File: config.mk
export PLATFORM = sky130hd
export DESIGN_NAME = pin_uart_sender
export DESIGN_NICKNAME = d
export VERILOG_FILES = /design/src/rtl/uart_pkg.sv /design/src/rtl/uart_byte_tx.sv /design/src/rtl/pin_uart_sender.sv
export SDC_FILE = /design/constraint.sdc
export NUM_CORES = 1
export LEC_CHECK = 0
export ABC_AREA = 1
export CAP_MARGIN = 20
export CORE_MARGIN = 5
export CORE_UTILIZATION = 47
export DETAILED_ROUTE_END_ITERATION = 6
export GPL_TIMING_DRIVEN = 0
export PLACE_DENSITY = 0.71
export SLEW_MARGIN = 20
export SYNTH_ARGS = -nofsm -noshare
export SYNTH_HDL_FRONTEND = slang
export SYNTH_SLANG_ARGS = --single-unit
File: constraint.sdc
create_clock -name clk -period 1.75 [get_ports clk]
set_input_delay 0.35 -clock clk [delete_from_list [all_inputs] [get_ports clk]]
set_output_delay 0.35 -clock clk [all_outputs]
set_load 0.005 [all_outputs]
File: src/rtl/uart_pkg.sv
// Shared UART definitions: line levels, frame size, baud divider and serializer state encoding.
package uart_pkg;

    localparam logic        UART_IDLE      = 1'b1;
    localparam logic        UART_START     = 1'b0;
    localparam int unsigned UART_DATA_BITS = 8;

    typedef enum logic [1:0] {
        ST_IDLE  = 2'd0,
        ST_START = 2'd1,
        ST_DATA  = 2'd2,
        ST_STOP  = 2'd3
    } uart_state_e;

    function automatic int unsigned clks_per_bit(input int unsigned clk_hz, input int unsigned baud);
        return clk_hz / baud;
    endfunction

endpackage

File: src/rtl/uart_byte_tx.sv
// Single-byte 8N1 serializer. A load accepted on the edge that ends a stop bit chains the
// next frame with no idle gap.
module uart_byte_tx
    import uart_pkg::*;
#(
    parameter int unsigned CLKS_PER_BIT = 4
) (
    input  logic       clk,
    input  logic       rst,
    input  logic       load,
    input  logic [7:0] data,
    output logic       tx,
    output logic       busy,
    output logic       byte_done_c
);

    localparam int unsigned    CNT_W    = (CLKS_PER_BIT > 2) ? $clog2(CLKS_PER_BIT) : 1;
    localparam logic [CNT_W-1:0] CNT_LAST = CNT_W'(CLKS_PER_BIT - 1);
    localparam logic [2:0]     BIT_LAST = 3'(UART_DATA_BITS - 1);

    uart_state_e      state_q, state_d;
    logic [CNT_W-1:0] cnt_q, cnt_d;
    logic [2:0]       bit_q, bit_d;
    logic [7:0]       shreg_q, shreg_d;
    logic             tx_d;
    logic             busy_d;
    logic             bit_end_c;

    assign bit_end_c = (cnt_q == CNT_LAST);

    // Next-state, counters and next line level
    always_comb begin
        state_d     = state_q;
        cnt_d       = cnt_q;
        bit_d       = bit_q;
        shreg_d     = shreg_q;
        tx_d        = tx;
        byte_done_c = 1'b0;
        case (state_q)
            ST_IDLE: begin
                tx_d  = UART_IDLE;
                cnt_d = '0;
                bit_d = '0;
                if (load) begin
                    state_d = ST_START;
                    tx_d    = UART_START;
                    shreg_d = data;
                end
            end
            ST_START: begin
                if (bit_end_c) begin
                    cnt_d   = '0;
                    state_d = ST_DATA;
                    tx_d    = shreg_q[0];
                end else begin
                    cnt_d = cnt_q + CNT_W'(1);
                end
            end
            ST_DATA: begin
                if (bit_end_c) begin
                    cnt_d = '0;
                    if (bit_q == BIT_LAST) begin
                        state_d = ST_STOP;
                        bit_d   = '0;
                        tx_d    = UART_IDLE;
                    end else begin
                        bit_d   = bit_q + 3'(1);
                        shreg_d = {1'b0, shreg_q[7:1]};
                        tx_d    = shreg_q[1];
                    end
                end else begin
                    cnt_d = cnt_q + CNT_W'(1);
                end
            end
            ST_STOP: begin
                if (bit_end_c) begin
                    cnt_d       = '0;
                    byte_done_c = 1'b1;
                    if (load) begin
                        state_d = ST_START;
                        tx_d    = UART_START;
                        shreg_d = data;
                    end else begin
                        state_d = ST_IDLE;
                        tx_d    = UART_IDLE;
                    end
                end else begin
                    cnt_d = cnt_q + CNT_W'(1);
                end
            end
            default: begin
                state_d = ST_IDLE;
                tx_d    = UART_IDLE;
            end
        endcase
        busy_d = (state_d != ST_IDLE);
    end

    always_ff @(posedge clk) begin
        if (rst) begin
            state_q <= ST_IDLE;
            cnt_q   <= '0;
            bit_q   <= '0;
            shreg_q <= '0;
            tx      <= UART_IDLE;
            busy    <= 1'b0;
        end else begin
            state_q <= state_d;
            cnt_q   <= cnt_d;
            bit_q   <= bit_d;
            shreg_q <= shreg_d;
            tx      <= tx_d;
            busy    <= busy_d;
        end
    end

endmodule

File: src/rtl/pin_uart_sender.sv
// Sends one latched 4-byte PIN attempt (plus optional terminator) as back-to-back 8N1 frames
// and reports busy/done for attempt sequencing.
module pin_uart_sender
    import uart_pkg::*;
#(
    parameter int unsigned CLK_HZ   = 12_000_000,
    parameter int unsigned BAUD     = 115_200,
    parameter int unsigned SEND_EOL = 1,
    parameter logic [7:0]  EOL_BYTE = 8'h0D
) (
    input  logic        clk,
    input  logic        rst,
    input  logic        start,
    input  logic [31:0] pin_in,
    output logic        tx,
    output logic        busy,
    output logic        done
);

    localparam int unsigned CLKS_PER_BIT = clks_per_bit(CLK_HZ, BAUD);
    localparam logic [2:0]  LAST_IDX     = (SEND_EOL != 0) ? 3'd4 : 3'd3;

    logic [31:0] pin_q;
    logic [2:0]  idx_q;
    logic        byte_busy;
    logic        byte_done_c;
    logic        accept_c;
    logic        last_c;
    logic        advance_c;
    logic        load_c;
    logic [7:0]  load_data_c;

    assign accept_c    = start && !busy && !byte_busy;
    assign last_c      = (idx_q == LAST_IDX);
    assign advance_c   = byte_done_c && !last_c;
    assign load_c      = accept_c || advance_c;
    // The first byte comes straight from pin_in; later bytes from the latched copy
    assign load_data_c = accept_c         ? pin_in[7:0] :
                         (idx_q == 3'd3)  ? EOL_BYTE    : pin_q[15:8];

    uart_byte_tx #(
        .CLKS_PER_BIT(CLKS_PER_BIT)
    ) u_byte_tx (
        .clk        (clk),
        .rst        (rst),
        .load       (load_c),
        .data       (load_data_c),
        .tx         (tx),
        .busy       (byte_busy),
        .byte_done_c(byte_done_c)
    );

    // Byte sequencing, PIN latch and attempt status
    always_ff @(posedge clk) begin
        if (rst) begin
            pin_q <= '0;
            idx_q <= '0;
            busy  <= 1'b0;
            done  <= 1'b0;
        end else begin
            done <= byte_done_c && last_c;
            if (accept_c) begin
                pin_q <= pin_in;
                idx_q <= '0;
                busy  <= 1'b1;
            end else if (advance_c) begin
                pin_q <= {8'h00, pin_q[31:8]};
                idx_q <= idx_q + 3'(1);
            end else if (byte_done_c) begin
                idx_q <= '0;
                busy  <= 1'b0;
            end
        end
    end

endmodule

==> results.py, run 1 <==
metrics = {
    "worst_setup_path": {
        "endpoint_kind": "flop",
        "slowest_stage": "clkdlybuf4s50_1",
        "cp.buffers_inverters": 3,
        "crit_type": "primary input to flop",
        "crit_family": "buffers and inverters",
        "crit_chain": "clkdlybuf4s50_1 > clkbuf_1 > clkbuf_1 > a21oi_1",
        "worstReg2RegStart": "u_byte_tx.cnt_q[0]",
        "rrSetupSlack_ns": 0.11,
        "reg2reg_to": "pin_q[16]",
        "r2r_cells": 9,
        "max_stage_delay_ns": 0.50,
        "critPathMaxFanout": 10,
        "arrival_ns": 1.84,
        "crit_top_cell": "clkbuf_1",
        "worstPathRequired_ns": 1.93,
        "start_kind": "primary input",
    },
    "sta": {
        "fin_setup_tns_ns": 0,
        "tightest_slew_ns": 0.540,
        "setup_viol": 0,
        "timing.final.crit_share": 0.948,
        "fmax_mhz": 603,
        "clock-skew-final_ns": 0.00513,
        "hold_violations": 0,
        "rsz0062_at_grt": "yes",
        "max_slew_margin": 0.640,
        "worst_slack_ns": 0.0908,
        "timing.final.max_slew_violations": 0,
        "fin_crit_ns": 1.66,
    },
    "placed_design": {
        "place_inst": 490,
        "io_buffers": 37,
        "dp_slack_ns": -0.223,
        "gp_congestion": 0.781,
        "dp_hpwl_um": 4440,
    },
    "logic_synthesis": {
        "yosys.area_share.simple": 0.360,
        "async_reset_ff_frac": 0,
        "yosysUniqueCellTypes": 33,
        "synth_top_family_by_area": "simple AND/OR/NAND/NOR gates",
        "postSynthAreaPerCell_um2": 6.89,
        "ys_dominant_reg_cell": "dfxtp_1",
        "synth_xor_area_frac": 0.00667,
        "synth_warnings": 0,
        "synth.area.mux_share": 0,
        "syn_nets": 426,
        "synthAdderAreaFrac": 0.0476,
        "synth_compound_area_frac": 0.112,
        "syn_inst": 381,
        "ys_seq_area_frac": 0.389,
        "synth_edf_count": 0,
        "ys_seq_elements": 51,
        "netlist_area_mm2": 0.00263,
    },
    "clocking": {
        "cts_hold_buf": 0,
        "clock-sinks": 51,
        "h-tree-depth": 2,
        "cts_inserted_buffers": 5,
        "clockRootBuffer": "clkbuf_8",
        "cts_buffer_depth": 2,
        "insertion_delay_ns": 0.31,
        "cts.clk_slew.worst_paths_ns": 0.09,
        "cts_tree": "built",
    },
    "die": {
        "pin_count": 38,
        "die_h_um": 84.8,
        "core_area_mm2": 0.00547,
        "core.rowCount": 27,
        "start_util": 0.480,
        "design.die.area_mm2": 0.00718,
        "die_x_um": 84.8,
    },
    "layout": {
        "drive_gt1_frac": 0.107,
        "instances_no_fill": 500,
        "utilization": 0.589,
        "syn_to_final_growth_pct": 22.7,
        "diodes": 0,
        "nNetsFinal": 472,
        "n_fill_cell": 551,
    },
    "detailed_routing": {
        "drc": 0,
        "drt-wirelength-per-cell_um": 11.8,
        "drt_iter0_drc": 104,
        "viasPerCell": 4.87,
        "totalWireLength_um": 5910,
        "vias": 2436,
        "drtAntennaViolNets": 0,
        "drt_pass1_iterations": 4,
    },
    "power": {
        "power_mw": 4.01,
        "peakVddDrop_uv": 587,
        "p_per_area_mw_per_mm2": 1240,
        "leakagePower_nw": 1.39,
    },
    "hold_path": {
        "whs_path_depth": 1,
        "worstHoldStart": "u_byte_tx.cnt_q[0]",
        "holdPathEnd": "u_byte_tx.cnt_q[0]",
        "min_path_type": "flop to flop",
    },
    "global_routing": {
        "gr-total-overflow": 0,
        "grt_max_degree": 15,
        "grtUsageTotal": 0.171,
        "grt_pass1_wl_um": 10100,
        "grt_pass1_vias": 2242,
        "antenna_found_initial": 0,
    },
    "outcome": {
        "status": "complete, no violations",
    },
    "run": {
        "drv_cap": 0,
    },
}
-- flip-flops by register name (all words and copies together) (netlist names) --
register,count
idx_q,3
done,1
u_byte_tx.tx,1
busy,1
u_byte_tx.cnt_q,7
u_byte_tx.state_q,2
u_byte_tx.bit_q,3
pin_q,24
u_byte_tx.busy,1
u_byte_tx.shreg_q,8
-- through the flow --
step	hold WS (ns)	area, um^2
3_3_place_gp	0.432	3090
3_5_place_dp	0.444	3090
4_1_cts	0.458	3190
6_report	0.458	3220
2_1_floorplan	0.418	2630
5_1_grt	0.482	3220
-- cell usage after synthesis (3+ instances only) --
cell type,count,area [um^2]
ha_1,10,125
buf_6,3,33.8
a21oi_1,37,185
buf_4,5,37.5
dfxtp_1,51,1020
nand3_1,19,95.1
nand2_2,4,25.0
buf_2,4,20.0
or2_2,3,18.8
nand4_1,4,25.0
a31oi_1,3,18.8
nor2_1,33,124
o21ai_0,4,20.0
inv_1,23,86.3
nand2_1,149,559
inv_2,4,15.0
a211oi_1,3,22.5
-- kinds of logic after synthesis --
kind of cell,Yosys count
buffers and inverters,44
DFF,51
xor gates and xnor gates,2
AOI/OAI and AO/OA,53
adders and majority gates,10
and+or+nand+nor,221
-- power by group --
| part | internal (mW) | switching [mW] | total [mW] | leakage (nW) |
|---|---|---|---|---|
| clock network | 0.362 | 0.388 | 0.750 | 0.0515 |
| registers | 1.38 | 0.116 | 1.49 | 0.416 |
| logic | 0.736 | 1.03 | 1.77 | 0.926 |
-- layout by cell type (no fill, tap or decap), types with 2 or more instances in the layout --
cell             Yosys  final
a211oi_1             3      3
a21oi_1             37     37
dfxtp_1             51     49
clkdlybuf4s50_1      0     37
buf_4                5      7
nor2_1              33     33
clkbuf_1             2      3
ha_2                 0      2
buf_2                4      3
or2_2                3      3
inv_2                4      4
nand2_1            149    149
clkbuf_8             0      7
ha_1                10      8
o21bai_1             2      2
nand2_2              4      4
o21ai_0              4      4
nand4_1              4      4
nand3_1             19     19
inv_1               23     23
a31oi_1              3      3
dfxtp_2              0      2
buf_6                3      3
nor3_1               2      2
-- per-layer routing --
layer / track usage / vias to the layer above / wire length [um]
li1: - / 1303 / -
met1: 0.218 / 1083 / 2690
met2: 0.292 / 45 / 2900
met3: 0.0324 / 5 / 250
met4: 0.0518 / 0 / 69
met5: 0 / - / 0
-- worst max-delay path by stage --
stage	cells past startpoint	end	from	slack (ns)
final	4	pin_q[22]	rst	0.09
after global routing	9	pin_q[16]	u_byte_tx.cnt_q[0]	-0.01
after CTS	9	pin_q[28]	u_byte_tx.cnt_q[0]	0.05
after detailed placement	4	pin_q[29]	rst	-0.22
after global placement	4	done	rst	-0.23
after floorplan	9	u_byte_tx.shreg_q[0]	idx_q[0]	0.28
-- area by class of cell --
| type | instances | area [um^2] | area share |
|---|---|---|---|
| Sequential cell | 51 | 1020 | 0.318 |
| Inverter | 27 | 101 | 0.0315 |
| Clock buffer | 8 | 100 | 0.0311 |
| Tap cell | 72 | 90.1 | 0.0280 |
| Timing Repair Buffer | 39 | 385 | 0.120 |
| Buffer | 17 | 125 | 0.0388 |
| Multi-Input combinational cell | 286 | 1400 | 0.433 |
-- timing repair --
action	CTS	global route
setup endpoints to repair	0	31
gates resized for setup	0	8
buffers inserted	0	2
No activity file was read; power rests on OpenSTA's default activity.
==> run 2, diff against run 1 <==
CORE_MARGIN = not set   (was 5)
==> run 2 against run 1 <==
Net effect: core utilization grew 3.3 points; via count up 1.2%; global-route usage up 4.5 points; non-clock buffer count is 3 higher; setup slack better by 0.035 ns; clock skew increased by 0.0047 ns; clock power is 16% higher; maximum frequency grew 2.2%; combinational power barely moved; power rose by 3.7%; final cell count rose by 0.20%; sequential cell count stayed put; highest routed layer unchanged.
==> results.py, run 2 (same netlist as run 1, synthesis figures left out) <==
metrics = {
    "outcome": {
        "status": "complete, no violations",
    },
    "hold_path": {
        "holdPathEnd": "u_byte_tx.cnt_q[0]",
        "worstHoldStart": "u_byte_tx.cnt_q[0]",
        "whs_path_depth": 1,
        "min_path_type": "flop to flop",
    },
    "global_routing": {
        "antenna_found_initial": 0,
        "grt_pass1_vias": 2225,
        "grt_max_degree": 18,
        "gr-total-overflow": 0,
        "grtUsageTotal": 0.215,
        "grt_pass1_wl_um": 9940,
    },
    "worst_setup_path": {
        "endpoint_kind": "flop",
        "reg2reg_to": "pin_q[16]",
        "crit_family": "simple AND/OR/NAND/NOR gates",
        "worstReg2RegStart": "u_byte_tx.cnt_q[0]",
        "worstPathRequired_ns": 1.94,
        "crit_type": "flop to flop",
        "arrival_ns": 1.82,
        "start_kind": "flop",
        "max_stage_delay_ns": 0.36,
        "critPathMaxFanout": 10,
        "rrSetupSlack_ns": 0.13,
        "crit_chain": "ha_1 > nand2_2 > nor2_4 > nand4_4 > nand2_8 > inv_2 > buf_6 > nand2_1 > a21oi_1",
        "cp.buffers_inverters": 2,
        "r2r_cells": 9,
        "slowest_stage": "dfxtp_2",
    },
    "die": {
        "die_x_um": 76.8,
        "design.die.area_mm2": 0.00589,
        "core.rowCount": 26,
        "core_area_mm2": 0.00524,
        "start_util": 0.501,
        "die_h_um": 76.8,
        "pin_count": 38,
    },
    "clocking": {
        "insertion_delay_ns": 0.33,
        "cts_hold_buf": 0,
        "clock-sinks": 51,
        "cts.clk_slew.worst_paths_ns": 0.10,
        "clockRootBuffer": "clkbuf_8",
        "cts_inserted_buffers": 5,
        "cts_tree": "built",
        "h-tree-depth": 2,
        "cts_buffer_depth": 2,
    },
    "layout": {
        "drive_gt1_frac": 0.116,
        "regMostFlops": "pin_q",
        "n_fill_cell": 522,
        "final_common_cell": "nand2_1",
        "utilization": 0.622,
        "diodes": 0,
        "largest_reg_flops": 24,
        "instances_no_fill": 501,
        "biggestRegsByFlops": "pin_q x24, u_byte_tx.shreg_q x8, u_byte_tx.cnt_q x7",
        "nNetsFinal": 475,
        "syn_to_final_growth_pct": 24.0,
        "final_cell_mix": "149 x nand2_1, 48 x dfxtp_1, 37 x a21oi_1, 37 x clkdlybuf4s50_1, 33 x nor2_1",
    },
    "detailed_routing": {
        "met2WireLength_um": 2690,
        "drt_pass1_iterations": 4,
        "drt-wirelength-per-cell_um": 11.9,
        "vias": 2465,
        "drtAntennaViolNets": 0,
        "met3_length_um": 334,
        "drt_iter0_drc": 111,
        "drc": 0,
        "top_layer_used": "met4",
        "drt-met1-wl_um": 2820,
        "viasPerCell": 4.92,
        "totalWireLength_um": 5970,
    },
    "placed_design": {
        "io_buffers": 37,
        "dp_hpwl_um": 4320,
        "gp_congestion": 0.840,
        "place_inst": 488,
    },
    "power": {
        "power_mw": 4.16,
        "leakagePower_nw": 1.41,
        "peakVddDrop_uv": 559,
        "p_per_area_mw_per_mm2": 1280,
    },
    "sta": {
        "tightest_slew_ns": 0.499,
        "fin_crit_ns": 1.62,
        "fmax_mhz": 616,
        "timing.final.max_slew_violations": 0,
        "rsz0062_at_grt": "no",
        "hold_violations": 0,
        "max_slew_margin": 0.667,
        "setup_viol": 0,
        "whs_ns": 0.434,
        "clock-skew-final_ns": 0.00980,
        "timing.final.crit_share": 0.928,
    },
    "run": {
        "drv_cap": 0,
    },
}
-- run 2: cell count changes in the layout (fill, tap and decap cells not counted), sizes merged --
| cell | before | now |
|---|---|---|
| bufinv | 0 | 1 |
| buf | 15 | 19 |
| clkbuf | 12 | 8 |
| inv | 27 | 28 |
| clkinvlp | 0 | 1 |
-- run 2: cell type report --
class / instances / area (um^2) / share of cell area
Timing Repair Buffer: 42 / 408 / 0.125
Multi-Input combinational cell: 286 / 1390 / 0.428
Buffer: 17 / 125 / 0.0384
Tap cell: 70 / 87.6 / 0.0269
Inverter: 27 / 101 / 0.0311
Clock inverter: 3 / 46.3 / 0.0142
Sequential cell: 51 / 1020 / 0.315
Clock buffer: 5 / 68.8 / 0.0211
-- run 2: per-layer routing --
metal	vias up	GRT usage
met1	1088	0.263
li1	1302	-
met3	12	0.0595
met4	0	0.108
met5	-	0
met2	63	0.346
-- run 2: where the power goes --
part           leakage [nW]  switching (mW)  internal (mW)
registers             0.417           0.122           1.38
logic                 0.944            1.04          0.746
clock network        0.0548           0.441          0.431
-- run 2: worst max-delay path by stage --
stage	from	end	slack [ns]	depth (start not counted)
floorplan	idx_q[0]	u_byte_tx.shreg_q[0]	0.28	9
global placement	rst	done	-0.22	4
detailed placement	rst	done	-0.24	4
CTS	u_byte_tx.cnt_q[0]	pin_q[16]	0.01	9
global route	u_byte_tx.state_q[0]	u_byte_tx.shreg_q[1]	0.01	9
finish	u_byte_tx.cnt_q[0]	pin_q[16]	0.13	9
-- run 2: through the flow --
step | setup TNS (ns) | setup slack, ns | area [um^2]
after floorplan | 0 | 0.276 | 2630
after global placement | -4.38 | -0.220 | 3080
after detailed placement | -4.59 | -0.244 | 3080
after CTS | 0 | 0.0141 | 3200
after global routing | 0 | 0.0135 | 3260
final | 0 | 0.126 | 3260
-- run 2: what timing repair did --
action	in CTS	in global routing
gates resized for setup	0	8
buffers inserted	0	5
endpoints found under the setup margin	0	31
==> run 3, diff against run 2 <==
PLACE_DENSITY = 0.7   (was 0.71)
SYNTH_HIERARCHICAL = 1   (was not set)
==> run 3 against run 2 <==
Net effect: combinational power decreased by 8%; setup slack got worse by 0.063 ns; hold slack better by 0.035 ns; non-clock buffer count fell by 2; die area up 2.8%; sequential share of layout area shrank 1.4 points; register-to-register slack got worse by 0.06 ns; critical endpoint is now u_byte_tx/shreg_q[6].
==> results.py, run 3 <==
metrics = {
    "outcome": {
        "status": "complete, no violations",
    },
    "clocking": {
        "cts_buffer_depth": 2,
        "clockRootBuffer": "clkbuf_8",
        "clock-sinks": 51,
        "insertion_delay_ns": 0.31,
        "h-tree-depth": 2,
        "cts.clk_slew.worst_paths_ns": 0.10,
        "cts_hold_buf": 0,
        "cts_inserted_buffers": 5,
        "cts_tree": "built",
    },
    "worst_setup_path": {
        "r2r_cells": 12,
        "start_kind": "flop",
        "reg2reg_to": "u_byte_tx/shreg_q[6]",
        "critPathMaxFanout": 5,
        "endpoint_kind": "flop",
        "arrival_ns": 1.89,
        "crit_type": "flop to flop",
        "rrSetupSlack_ns": 0.06,
        "worstReg2RegStart": "u_byte_tx/cnt_q[0]",
        "worstPathRequired_ns": 1.96,
    },
    "sta": {
        "timing.final.max_slew_violations": 0,
        "fin_crit_ns": 1.69,
        "fmax_mhz": 593,
        "timing.final.crit_share": 0.964,
        "rsz0062_at_grt": "yes",
        "worst_slack_ns": 0.0629,
        "max_slew_margin": 0.688,
        "clock-skew-final_ns": 0.0114,
        "setup_viol": 0,
        "fin_setup_tns_ns": 0,
        "tightest_slew_ns": 0.468,
        "whs_ns": 0.469,
        "hold_violations": 0,
    },
    "layout": {
        "seqCellArea_mm2": 0.00103,
        "instances_no_fill": 504,
        "n_fill_cell": 533,
        "final_cell_mix": "113 x nand2_1, 54 x nand3_1, 47 x dfxtp_1, 37 x clkdlybuf4s50_1, 36 x inv_1",
        "largest_reg_flops": 24,
        "drive_gt1_frac": 0.157,
        "nNetsFinal": 476,
        "diodes": 0,
        "final_common_cell": "nand2_1",
        "biggestRegsByFlops": "pin_q x24, u_byte_tx/shreg_q x8, u_byte_tx/cnt_q x7",
        "regMostFlops": "pin_q",
        "syn_to_final_growth_pct": 26.1,
        "multi_input_area_mm2": 0.00145,
    },
    "logic_synthesis": {
        "syn_inst": 379,
        "synthMostInstantiatedCell": "nand2_1",
        "yosysUniqueCellTypes": 34,
        "syn_nets": 424,
        "synth_edf_count": 0,
        "synth_warnings": 6,
        "synth_commonest_cells": "113 x nand2_1, 54 x nand3_1, 51 x dfxtp_1",
        "ys_dominant_reg_cell": "dfxtp_1",
        "async_reset_ff_frac": 0,
        "yosysTopAreaCell": "dfxtp_1",
        "netlist_area_mm2": 0.00270,
        "yosysTopAreaCellShare": 0.378,
        "netlist_top_cells_area": "dfxtp_1 38%, nand2_1 16%, nand3_1 10%, inv_1 5.1%, ha_1 4.6%",
        "ys_seq_area_frac": 0.378,
        "postSynthAreaPerCell_um2": 7.13,
        "ys_seq_elements": 51,
    },
    "hold_path": {
        "whs_path_depth": 2,
        "min_path_type": "flop to flop",
        "worstHoldStart": "pin_q[31]",
        "holdPathEnd": "pin_q[31]",
    },
    "die": {
        "design.die.area_mm2": 0.00606,
        "core.rowCount": 27,
        "die_x_um": 77.8,
        "start_util": 0.488,
        "pin_count": 38,
        "core_area_mm2": 0.00554,
        "die_h_um": 77.8,
    },
    "global_routing": {
        "grt_pass1_wl_um": 10300,
        "gr-total-overflow": 0,
        "grtUsageTotal": 0.213,
        "antenna_found_initial": 0,
        "grt_max_degree": 17,
        "grt_pass1_vias": 2343,
    },
    "detailed_routing": {
        "drt-wirelength-per-cell_um": 11.8,
        "drc": 0,
        "drt_pass1_iterations": 4,
        "vias": 2494,
        "viasPerCell": 4.95,
        "drtAntennaViolNets": 0,
        "totalWireLength_um": 5940,
        "drt_iter0_drc": 70,
    },
    "placed_design": {
        "dp_slack_ns": -0.277,
        "dp_hpwl_um": 4340,
        "io_buffers": 37,
        "gp_congestion": 0.801,
        "place_inst": 488,
    },
    "run": {
        "drv_cap": 0,
    },
    "power": {
        "leakagePower_nw": 1.57,
        "p_per_area_mw_per_mm2": 1150,
        "peakVddDrop_uv": 459,
        "power_mw": 3.91,
    },
}
==> run 3: changes by cell type after synthesis, sizes merged, moves of 3 or more <==
cell,before,now
nand3,21,64
nand2,155,119
a21oi,37,18
inv,27,44
o21ai,5,16
nor2,35,31
a211oi,3,0
buf,15,12
==> run 3: worst max path at each step <==
| stage | slack (ns) | end | start |
|---|---|---|---|
| 2_1_floorplan | -0.02 | u_byte_tx/shreg_q[1] | u_byte_tx/cnt_q[0] |
| 3_3_place_gp | -0.25 | u_byte_tx/shreg_q[1] | u_byte_tx/cnt_q[0] |
| 3_5_place_dp | -0.28 | u_byte_tx/shreg_q[1] | u_byte_tx/cnt_q[0] |
| 4_1_cts | 0.008 | u_byte_tx/shreg_q[6] | u_byte_tx/cnt_q[1] |
| 5_1_grt | -0.05 | pin_q[13] | u_byte_tx/state_q[1] |
| 6_report | 0.06 | u_byte_tx/shreg_q[6] | u_byte_tx/cnt_q[0] |
==> run 3: kinds of logic (layout without fill, tap and decap cells) <==
logic type,count (synthesis),count (layout),share of synthesized area
XOR/XNOR,1,1,0.00324
flip-flops,51,51,0.378
buffers and inverters,59,111,0.117
AND/OR/NAND/NOR,221,222,0.380
adder cells (fa/ha/maj),10,10,0.0463
AO/OA/AOI/OAI,37,37,0.0759
==> run 3: timing repair <==
item,4_1_cts,5_1_grt
setup buffers,6,1
setup endpoints to repair,12,17
pin swaps,7,8
gates resized for setup,13,14
gates cloned,1,0
==> run 3: per-layer routing <==
layer,wire length [um],GRT usage
met1,2730,0.262
met2,2950,0.365
met3,153,0.0459
met4,104,0.0736
met5,0,0
==> run 3: where the power goes <==
part	leakage [nW]	switching (mW)	internal (mW)	total, mW
Sequential	0.418	0.143	1.39	1.53
Clock	0.0474	0.412	0.324	0.736
Combinational	1.11	0.966	0.678	1.64
==> run 3: critical path, cell delays in order, from the launching register on <==
cell,delay [ns]
dfxtp_2,0.36
ha_4,0.15
nand2_4,0.06
inv_4,0.06
nand4_1,0.13
inv_2,0.14
nand2_8,0.07
nand2_8,0.07
o21ai_4,0.06
nor2_4,0.18
nand2_4,0.10
o21ai_1,0.15
nor2_1,0.04
==> run 3: metrics by stage <==
step / utilization / instance area [um^2]
3_3_place_gp: 0.571 / 3170
6_report: 0.615 / 3410
5_1_grt: 0.615 / 3410
2_1_floorplan: - / 2710
4_1_cts: 0.606 / 3360
3_5_place_dp: 0.571 / 3170
==> run 3: area by class of cell <==
cell class	instances	share of cell area
Buffer	13	0.0389
Clock buffer	6	0.0242
Clock inverter	2	0.00477
Inverter	46	0.0543
Multi-Input combinational cell	270	0.426
Sequential cell	51	0.301
Tap cell	72	0.0264
Timing Repair Buffer	44	0.124
